<file path="src/rtl/seq_tx_pkg.sv">
// Shared types and constants for the serial pattern transmitter.
// Latency: n/a (declarations only).
// Backpressure: n/a (declarations only).
package seq_tx_pkg;

  // Index and count widths are sized for the largest supported frame (16 bits)
  // and the 4-bit repeat input.
  localparam int BIT_IDX_W   = 4;
  localparam int FRAME_CNT_W = 4;

  localparam logic [4:0] DEFAULT_PATTERN = 5'b10010;

  localparam logic [1:0] ST_IDLE_ENC = 2'b00;
  localparam logic [1:0] ST_SEND_ENC = 2'b01;
  localparam logic [1:0] ST_DONE_ENC = 2'b10;

  typedef enum logic [1:0] {
    ST_IDLE = ST_IDLE_ENC,
    ST_SEND = ST_SEND_ENC,
    ST_DONE = ST_DONE_ENC
  } seq_state_e;

endpackage

</file>
<file path="src/rtl/seq_pattern_tx_tick_gen.sv">
// Bit-period divider: pulses tick for one cycle out of every DIV cycles.
// Latency: first tick DIV cycles after clr (clr forces the count to 0).
// Backpressure: none; free-running counter.
//
// Ports: clk, reset (sync, active high), clr (restart the period), tick (out).
module tick_gen #(
  parameter int DIV = 4
) (
  input  logic clk,
  input  logic reset,
  input  logic clr,
  output logic tick
);

  localparam int             CW   = $clog2(DIV);
  localparam logic [CW-1:0]  LAST = CW'(DIV - 1);

  logic [CW-1:0] cnt_q;

  always_ff @(posedge clk) begin
    if (reset || clr) begin
      cnt_q <= '0;
    end else if (cnt_q == LAST) begin
      cnt_q <= '0;
    end else begin
      cnt_q <= cnt_q + 1'b1;
    end
  end

  assign tick = (cnt_q == LAST);

endmodule

</file>
<file path="src/rtl/seq_pattern_tx.sv">
// Serial frame-burst transmitter: sends PATTERN MSB first, rpt+1 frames back to back.
// Latency: first bit on w the cycle after start is accepted; done one cycle after last bit.
// Backpressure: none; start is only honoured in IDLE, otherwise dropped (never queued).
//
// Ports: clk, reset (sync, active high), start, rpt[3:0] (frames-1) in;
//        w, w_valid, busy, done, state[1:0] (debug) out.
// Build option: define SEQ_TX_TICK_DIV_EN to hold each bit for DIV cycles
// (tick_gen divider); otherwise every bit lasts one cycle and DIV is unused.
module seq_pattern_tx
  import seq_tx_pkg::*;
#(
  parameter int                 PAT_LEN = 5,
  parameter logic [PAT_LEN-1:0] PATTERN = DEFAULT_PATTERN,
  parameter int                 DIV     = 4
) (
  input  logic       clk,
  input  logic       reset,
  input  logic       start,
  input  logic [3:0] rpt,
  output logic       w,
  output logic       w_valid,
  output logic       busy,
  output logic       done,
  output logic [1:0] state
);

  if (PAT_LEN < 2 || PAT_LEN > 16 || DIV < 2) begin : g_param_err
    $error("seq_pattern_tx: PAT_LEN must be 2..16 and DIV at least 2");
  end

  localparam logic [BIT_IDX_W-1:0] LAST_IDX = BIT_IDX_W'(PAT_LEN - 1);

  seq_state_e             state_q,     state_d;
  logic [BIT_IDX_W-1:0]   bit_idx_q,   bit_idx_d;
  logic [FRAME_CNT_W-1:0] frame_cnt_q, frame_cnt_d;
  logic                   accept;
  logic                   tick;

  assign accept = (state_q == ST_IDLE) && start;

`ifdef SEQ_TX_TICK_DIV_EN
  // Restarting the divider on acceptance makes the first bit a full DIV cycles.
  tick_gen #(
    .DIV (DIV)
  ) u_tick_gen (
    .clk   (clk),
    .reset (reset),
    .clr   (accept),
    .tick  (tick)
  );
`else
  assign tick = 1'b1;
`endif

  always_ff @(posedge clk) begin
    if (reset) begin
      state_q     <= ST_IDLE;
      bit_idx_q   <= '0;
      frame_cnt_q <= '0;
    end else begin
      state_q     <= state_d;
      bit_idx_q   <= bit_idx_d;
      frame_cnt_q <= frame_cnt_d;
    end
  end

  always_comb begin
    state_d     = state_q;
    bit_idx_d   = bit_idx_q;
    frame_cnt_d = frame_cnt_q;
    unique case (state_q)
      ST_IDLE: begin
        if (start) begin
          state_d     = ST_SEND;
          bit_idx_d   = '0;
          frame_cnt_d = rpt;  // rpt is latched here; later changes are ignored
        end
      end
      ST_SEND: begin
        if (tick) begin
          if (bit_idx_q == LAST_IDX) begin
            bit_idx_d = '0;
            if (frame_cnt_q != '0) begin
              frame_cnt_d = frame_cnt_q - 1'b1;  // next frame, no gap
            end else begin
              state_d = ST_DONE;
            end
          end else begin
            bit_idx_d = bit_idx_q + 1'b1;
          end
        end
      end
      ST_DONE: begin
        state_d = ST_IDLE;
      end
      default: begin
        state_d = ST_IDLE;  // 2'b11 recovers to IDLE
      end
    endcase
  end

  // Bit index 0 selects the pattern MSB; a compare loop avoids an
  // oversized variable bit-select into PATTERN.
  always_comb begin
    w = 1'b0;
    if (state_q == ST_SEND) begin
      for (int i = 0; i < PAT_LEN; i++) begin
        if (bit_idx_q == BIT_IDX_W'(PAT_LEN - 1 - i)) begin
          w = PATTERN[i];
        end
      end
    end
  end

  assign w_valid = (state_q == ST_SEND);
  assign busy    = (state_q == ST_SEND);
  assign done    = (state_q == ST_DONE);
  assign state   = state_q;

endmodule

</file>
<file path="config.mk">
export PLATFORM = sky130hd
export DESIGN_NAME = seq_pattern_tx
export DESIGN_NICKNAME = d
export VERILOG_FILES = /design/src/rtl/seq_tx_pkg.sv /design/src/rtl/seq_pattern_tx_tick_gen.sv /design/src/rtl/seq_pattern_tx.sv
export SDC_FILE = /design/constraint.sdc
export NUM_CORES = 1
export LEC_CHECK = 0
export ABC_AREA = 1
export ABC_CLOCK_PERIOD_IN_PS = 1500
export BUFFER_PORTS_ARGS = -buffer_cell sky130_fd_sc_hd__buf_2
export CAP_MARGIN = 30
export CELL_PAD_IN_SITES_DETAIL_PLACEMENT = 1
export CELL_PAD_IN_SITES_GLOBAL_PLACEMENT = 2
export CORE_ASPECT_RATIO = 0.8
export CORE_MARGIN = 2
export CORE_UTILIZATION = 28
export CTS_CLUSTER_SIZE = 8
export DETAILED_ROUTE_END_ITERATION = 10
export PLACE_DENSITY = 0.73
export SLEW_MARGIN = 30
export SYNTH_ARGS = -nofsm -noshare
export SYNTH_HDL_FRONTEND = slang
export SYNTH_HIERARCHICAL = 1
export SYNTH_SLANG_ARGS = --single-unit
</file>
<file path="constraint.sdc">
create_clock -name clk -period 1.5 [get_ports clk]
set_input_delay 0.375 -clock clk [delete_from_list [all_inputs] [get_ports clk]]
set_output_delay 0.375 -clock clk [all_outputs]
set_load 0.1 [all_outputs]
</file>
==> results.cfg, run 1 <==
[sta]
clock.fmax_mhz = 583
timing.max_slew.rel_slack = 0.801
finalCriticalPeriod_ns = 1.72
setup_ws_ns = -0.216
timing.clock.skew_ns = 0.00790
hold_viol_final = 0
worstMarginPinSlew_ns = 0.301
final-max-slew-violation-count = 0
setup_repair_after_global_routing_missed_its_margin = yes
final_setup_viols = 1
post-route-period-util = 1.14

[hold_path]
worstHoldPathCells = 2
hold_path.startpoint = reset
hold-path-endpoint = bit_idx_q[1]
holdCritPathClass = input port to flip-flop

[critical_path]
setup.worst_path.class = flip-flop to output port
critPathRequiredTime_ns = 1.12
worst-r2r-setup-slack_ns = 0.12
timing.reg2reg.worst_path_depth = 10
critical_path.endpoint_type = output port
timing.rr.start = state[1]
critPathMaxFanout = 5
worst_r2r_dst = frame_cnt_q[2]
worst_setup_path_start_kind = flip-flop
cp.arrival_ns = 1.34

[clocking]
tritoncts_buffers = 3
htree_num_levels = 1
cts_hold_buffers = 0
clock_sink_count = 10
clock-root-buffer = sky130_fd_sc_hd__clkbuf_4
tritoncts_clock_tree = done
clk_pin_slew_worst_paths_ns = 0.06
clock_tree.buffer_depth = 2
insertion_delay_ns = 0.27

[synth]
synth-seq-area-share = 0.289
synthesis.area_um2 = 693
post_synth_top_flop = sky130_fd_sc_hd__dfxtp_1
synth.ff_latch_count = 10
avg_cell_area_syn_um2 = 6.93
synth_enable_flop_cells = 0
ys.warnings.count = 6
synth.net_count = 112
synth.distinct_cells = 24
async_reset_ff_frac = 0
synthCells = 100

[routing]
routed_wire_length_per_instance_um = 11.8
via_per_inst = 4.51
detail_route.iter0.violations = 13
antenna_violating_nets_post_route = 0
totalWireLength_um = 1720
num_vias = 658
drt-pass1-iter-count = 4
drt_drc_violations_left = 0

[cells_and_area]
final_cell_mix = 22 x sky130_fd_sc_hd__nand2_1, 13 x sky130_fd_sc_hd__inv_1, 13 x sky130_fd_sc_hd__nor2_1
area_delta_synth_final_pct = 44.8
finish.utilization = 0.418
post_route_cells_drive_above_1_share = 0.361
diodes = 0
final_net_count = 132
post_layout_instance_count_excluding_filler_cells = 146
mostFrequentLayoutCell = sky130_fd_sc_hd__nand2_1
post-route-cell-area_um2 = 1000

[power]
ir_worst_vdd_v = 0.00103
power.leakage_uw = 0.000461
cellPowerDensity_nw_per_um2 = 2000
total_power_uw = 2010

[status]
status = complete, but fails checks
failed_checks = setup timing

[place]
detailed_place_hpwl_um = 1400
globalplace.congestion = 0.777
post-place-cells = 140
place_worst_setup_slack_ns = -0.0795
place_area_um2 = 922
port_buffers = 12

[die]
floorplan.initialDensity = 0.289
dieWidth_um = 59.6
dieArea_um2 = 2890
ios = 13
design.core.area_um2 = 2400
std_cell_rows = 16
die_h_um = 48.5

[job]
max_cap_viol_count = 0

[global_route]
globalRoute.totalOverflow = 0
grt_max_degree = 9
grt_usage = 0.144
grt_pass1_wl_um = 3100
antenna_violations_before_repair = 0
vias_in_the_first_global_route = 642
## flip-flops by register name (all words and copies together) (netlist names)
register     flops
bit_idx_q        4
frame_cnt_q      4
state            2
## area by class of cell
class | count | area [µm²]
Tap cell | 27 | 33.8
Sequential cell | 10 | 215
Inverter | 17 | 86.3
Timing Repair Buffer | 16 | 168
Fill cell | 315 | 1400
Clock buffer | 4 | 26.3
Multi-Input combinational cell | 72 | 474
## logic make-up (layout without fill, tap and decap cells)
group / Yosys count / in the layout / synth area share
flip-flops: 10 / 10 / 0.289
buffers and inverters: 18 / 37 / 0.110
XOR/XNOR: 1 / 1 / 0.0126
AND/OR/NAND/NOR: 55 / 55 / 0.415
AO/OA/AOI/OAI: 11 / 11 / 0.0830
adder cells (fa/ha/maj): 5 / 5 / 0.0903
## worst max-delay path: stages, from the launching register on
cell and delay, ns:
sky130_fd_sc_hd__dfxtp_4 0.38, sky130_fd_sc_hd__inv_2 0.05, sky130_fd_sc_hd__ha_2 0.16, sky130_fd_sc_hd__nor3b_2 0.17, sky130_fd_sc_hd__o21a_4 0.15, sky130_fd_sc_hd__buf_12 0.16
## stage by stage
step | TNS, ns | hold slack (ns)
6_report | -0.216 | 0.330
5_1_grt | -0.305 | 0.313
4_1_cts | -0.242 | 0.318
3_5_place_dp | -0.0795 | 0.497
3_3_place_gp | -0.00929 | 0.497
2_1_floorplan | -0.0276 | 0.442
## worst max path at each step
stage / startpoint / endpoint / slack [ns] / cells past startpoint
floorplan: state[0] / w / -0.03 / 3
global placement: bit_idx_q[1] / w / -0.009 / 5
detailed placement: bit_idx_q[1] / w / -0.08 / 5
CTS: bit_idx_q[1] / w / -0.24 / 5
global route: bit_idx_q[1] / w / -0.30 / 5
finish: bit_idx_q[1] / w / -0.22 / 5
## synthesized netlist by cell type (2+ instances only)
master	n	share of area
sky130_fd_sc_hd__ha_1	5	0.090
sky130_fd_sc_hd__a21oi_1	3	0.022
sky130_fd_sc_hd__dfxtp_1	10	0.29
sky130_fd_sc_hd__nand2_1	22	0.12
sky130_fd_sc_hd__o21ai_0	5	0.036
sky130_fd_sc_hd__nor2_2	2	0.018
sky130_fd_sc_hd__nor2_1	14	0.076
sky130_fd_sc_hd__inv_1	15	0.081
sky130_fd_sc_hd__nand2_4	3	0.049
sky130_fd_sc_hd__o21ai_1	2	0.014
sky130_fd_sc_hd__nand3_1	5	0.036
sky130_fd_sc_hd__nand2_2	2	0.018
## layer usage
layer  vias to the layer above  GRT usage  routed length [µm]
met4                         0     0.0222                   0
met1                       297      0.214                 903
li1                        350          -                   -
met2                        11      0.198                 745
met3                         0     0.0588                  70
met5                         -          0                   0
## what timing repair did
| action | CTS | global route |
|---|---|---|
| pin swaps | 2 | 0 |
| setup endpoints to repair | 3 | 4 |
| gates cloned | 0 | 0 |
| resized for setup | 12 | 3 |
| endpoints found under the hold margin | 0 | 0 |
| buffers inserted | 1 | 1 |
## power by group
part | switching [µW] | internal (µW)
registers | 99.0 | 351
clock network | 100 | 103
logic | 865 | 494
No activity file was read; power rests on OpenSTA's default activity.
==> run 2, diff against run 1 <==
- ABC_AREA: 1 -> not set
- CORE_UTILIZATION: 28 -> 30
- PLACE_DENSITY: 0.73 -> 0.74
==> run 2 against run 1 <==
Effect of this change: the run still ends with setup timing left; total power shrank 43%; cell count shrank 10%; count of clock-buffer cells in the layout is the same; non-clock buffer count grew 17; clock skew shrank 0.0068 ns; maximum frequency shrank 4.2%; die area shrank 15%; largest cell class unchanged; highest routed layer unchanged.
==> results.cfg, run 2 <==
[status]
failed_checks = setup timing
status = complete, but fails checks

[sta]
final-max-slew-violation-count = 0
final_setup_viols = 7
setup_repair_after_global_routing_missed_its_margin = yes
post-route-period-util = 1.19
finalCriticalPeriod_ns = 1.79
worstMarginPinSlew_ns = 0.314
timing.max_slew.rel_slack = 0.789
hold_viol_final = 0
timing.clock.skew_ns = 0.00114
timing.setup.tns_ns = -0.513
clock.fmax_mhz = 558
setup_ws_ns = -0.292

[synth]
synthCells = 73
yosys.area_share.simple = 0.286
post_synth_top_flop = sky130_fd_sc_hd__dfxtp_1
synth.net_count = 85
synth.distinct_cells = 32
synth_enable_flop_cells = 0
ys.warnings.count = 6
synth_top_area_share = 0.323
avg_cell_area_syn_um2 = 8.50
synth_mux_area_frac = 0.0161
yosysMostFrequentCell = sky130_fd_sc_hd__nor2_1
synth_top_area_cell = sky130_fd_sc_hd__dfxtp_1
synth.cells.most_frequent = 13 x sky130_fd_sc_hd__nor2_1, 10 x sky130_fd_sc_hd__dfxtp_1, 5 x sky130_fd_sc_hd__a21oi_1, 5 x sky130_fd_sc_hd__ha_1, 5 x sky130_fd_sc_hd__inv_1
synthesis.area_um2 = 621
async_reset_ff_frac = 0
synth-seq-area-share = 0.323
synth_top_family_by_area = simple AND/OR/NAND/NOR gates
post_synth_main_area_contributors = sky130_fd_sc_hd__dfxtp_1 32%, sky130_fd_sc_hd__ha_1 10%, sky130_fd_sc_hd__nor2_1 7.9%
synth.ff_latch_count = 10
synth-xor-area-share = 0.0141
adder_cell_fraction_of_synth_area = 0.101
synth_compound_area_frac = 0.204

[critical_path]
critPathRequiredTime_ns = 1.12
setup.worst_path.class = flip-flop to output port
critPathMaxFanout = 3
timing.reg2reg.worst_path_depth = 6
worst_setup_path_start_kind = flip-flop
critical_path.endpoint_type = output port
cp.arrival_ns = 1.42

[cells_and_area]
final_net_count = 120
mostFrequentLayoutCell = sky130_fd_sc_hd__buf_4
post_route_cells_drive_above_1_share = 0.589
layout.area.seq_um2 = 215
diodes = 0
post_layout_instance_count_excluding_filler_cells = 131
final_cell_mix = 18 x sky130_fd_sc_hd__buf_4, 11 x sky130_fd_sc_hd__nor2_1, 6 x sky130_fd_sc_hd__dfxtp_1, 6 x sky130_fd_sc_hd__buf_2, 6 x sky130_fd_sc_hd__buf_12
multi_input_comb_area_um2 = 478
area_delta_synth_final_pct = 78.2
final.fill_count = 219

[routing]
drt_drc_violations_left = 0
via_per_inst = 4.91
drt-pass1-iter-count = 4
detail_route.iter0.violations = 7
routed_wire_length_per_instance_um = 15.2
num_vias = 643
totalWireLength_um = 1990
antenna_violating_nets_post_route = 0

[die]
die_h_um = 44.7
ios = 13
dieArea_um2 = 2450
std_cell_rows = 14
design.core.area_um2 = 1910
dieWidth_um = 54.9
floorplan.initialDensity = 0.325

[clocking]
insertion_delay_ns = 0.27
cts_hold_buffers = 0
tritoncts_clock_tree = done
tritoncts_buffers = 3
clk_pin_slew_worst_paths_ns = 0.07
clock-root-buffer = sky130_fd_sc_hd__clkbuf_4
htree_num_levels = 1
clock_tree.buffer_depth = 2
clock_sink_count = 10

[power]
power.leakage_uw = 0.000480
cellPowerDensity_nw_per_um2 = 1030
ir_worst_vdd_v = 0.000610
total_power_uw = 1140

[place]
detailed_place_hpwl_um = 1340
port_buffers = 12
post-place-cells = 118
globalplace.congestion = 0.766

[job]
max_cap_viol_count = 0

[global_route]
grt_max_degree = 11
grt_pass1_wl_um = 3060
globalRoute.totalOverflow = 0
antenna_violations_before_repair = 0
vias_in_the_first_global_route = 652
grt_usage = 0.179

[hold_path]
worstHoldPathCells = 3
holdCritPathClass = input port to flip-flop
[run 2: changes by cell type in the layout (fill, tap and decap cells not counted), sizes merged, moves of 4 or more]
cell / change
nand3: -5
nand2b: +4
o21ai: -6
nor2: -4
buf: +18
nand2: -24
inv: -12
[run 2: layout make-up]
class / instances / area share
tap: 24 / 0.0271
multi-input combinational: 55 / 0.432
inverter: 5 / 0.0249
clock buffer: 4 / 0.0328
timing repair buffer: 33 / 0.288
sequential: 10 / 0.195
[run 2: worst paths after layout]
kind / start / slack [ns] / to
max: bit_idx_q[0] / -0.29 / w
min: rpt[2] / 0.39 / frame_cnt_q[2]
max reg2reg: bit_idx_q[1] / -0.09 / bit_idx_q[3]
min reg2reg: frame_cnt_q[2] / 0.55 / frame_cnt_q[2]
[run 2: kinds of logic (layout without fill, tap and decap cells)]
kind of cell	count (synthesis)	in the layout
and+or+nand+nor	32	32
AOI/OAI and AO/OA	16	16
DFF	10	10
buffers and inverters	8	42
adders and majority gates	5	5
xor gates and xnor gates	1	1
muxes	1	1
[run 2: repair_timing]
| action | 4_1_cts | 5_1_grt |
|---|---|---|
| gates resized for setup | 15 | 10 |
| setup endpoints to repair | 10 | 12 |
| pin swaps | 3 | 4 |
| buffers inserted | 7 | 2 |
| endpoints found under the hold margin | 0 | 0 |
[run 2: per-layer routing]
layer	share of wire	global-route usage	vias to the layer above
li1	-	-	328
met1	0.50	0.259	298
met2	0.44	0.257	17
met3	0.056	0.0608	0
met4	0	0.0300	0
met5	0	0	-
[run 2: power by group]
part / internal, µW / switching (µW)
registers: 289 / 26.0
clock network: 148 / 107
logic: 258 / 316
total: 695 / 449
[run 2: through the flow]
step	area, µm²	util	hold slack, ns	worst slack [ns]
2_1_floorplan	678	-	0.472	-0.733
3_3_place_gp	913	0.478	0.515	-0.145
3_5_place_dp	913	0.478	0.535	-0.197
4_1_cts	1050	0.552	0.389	-0.395
5_1_grt	1110	0.579	0.404	-0.388
6_report	1110	0.579	0.395	-0.292
[run 2: worst max-delay path, stage by stage, from the launching register on]
cell and delay, ns:
sky130_fd_sc_hd__dfxtp_4 0.38, sky130_fd_sc_hd__inv_4 0.04, sky130_fd_sc_hd__ha_4 0.15, sky130_fd_sc_hd__nor2_4 0.09, sky130_fd_sc_hd__a21oi_2 0.07, sky130_fd_sc_hd__nor4_4 0.19, sky130_fd_sc_hd__buf_12 0.21
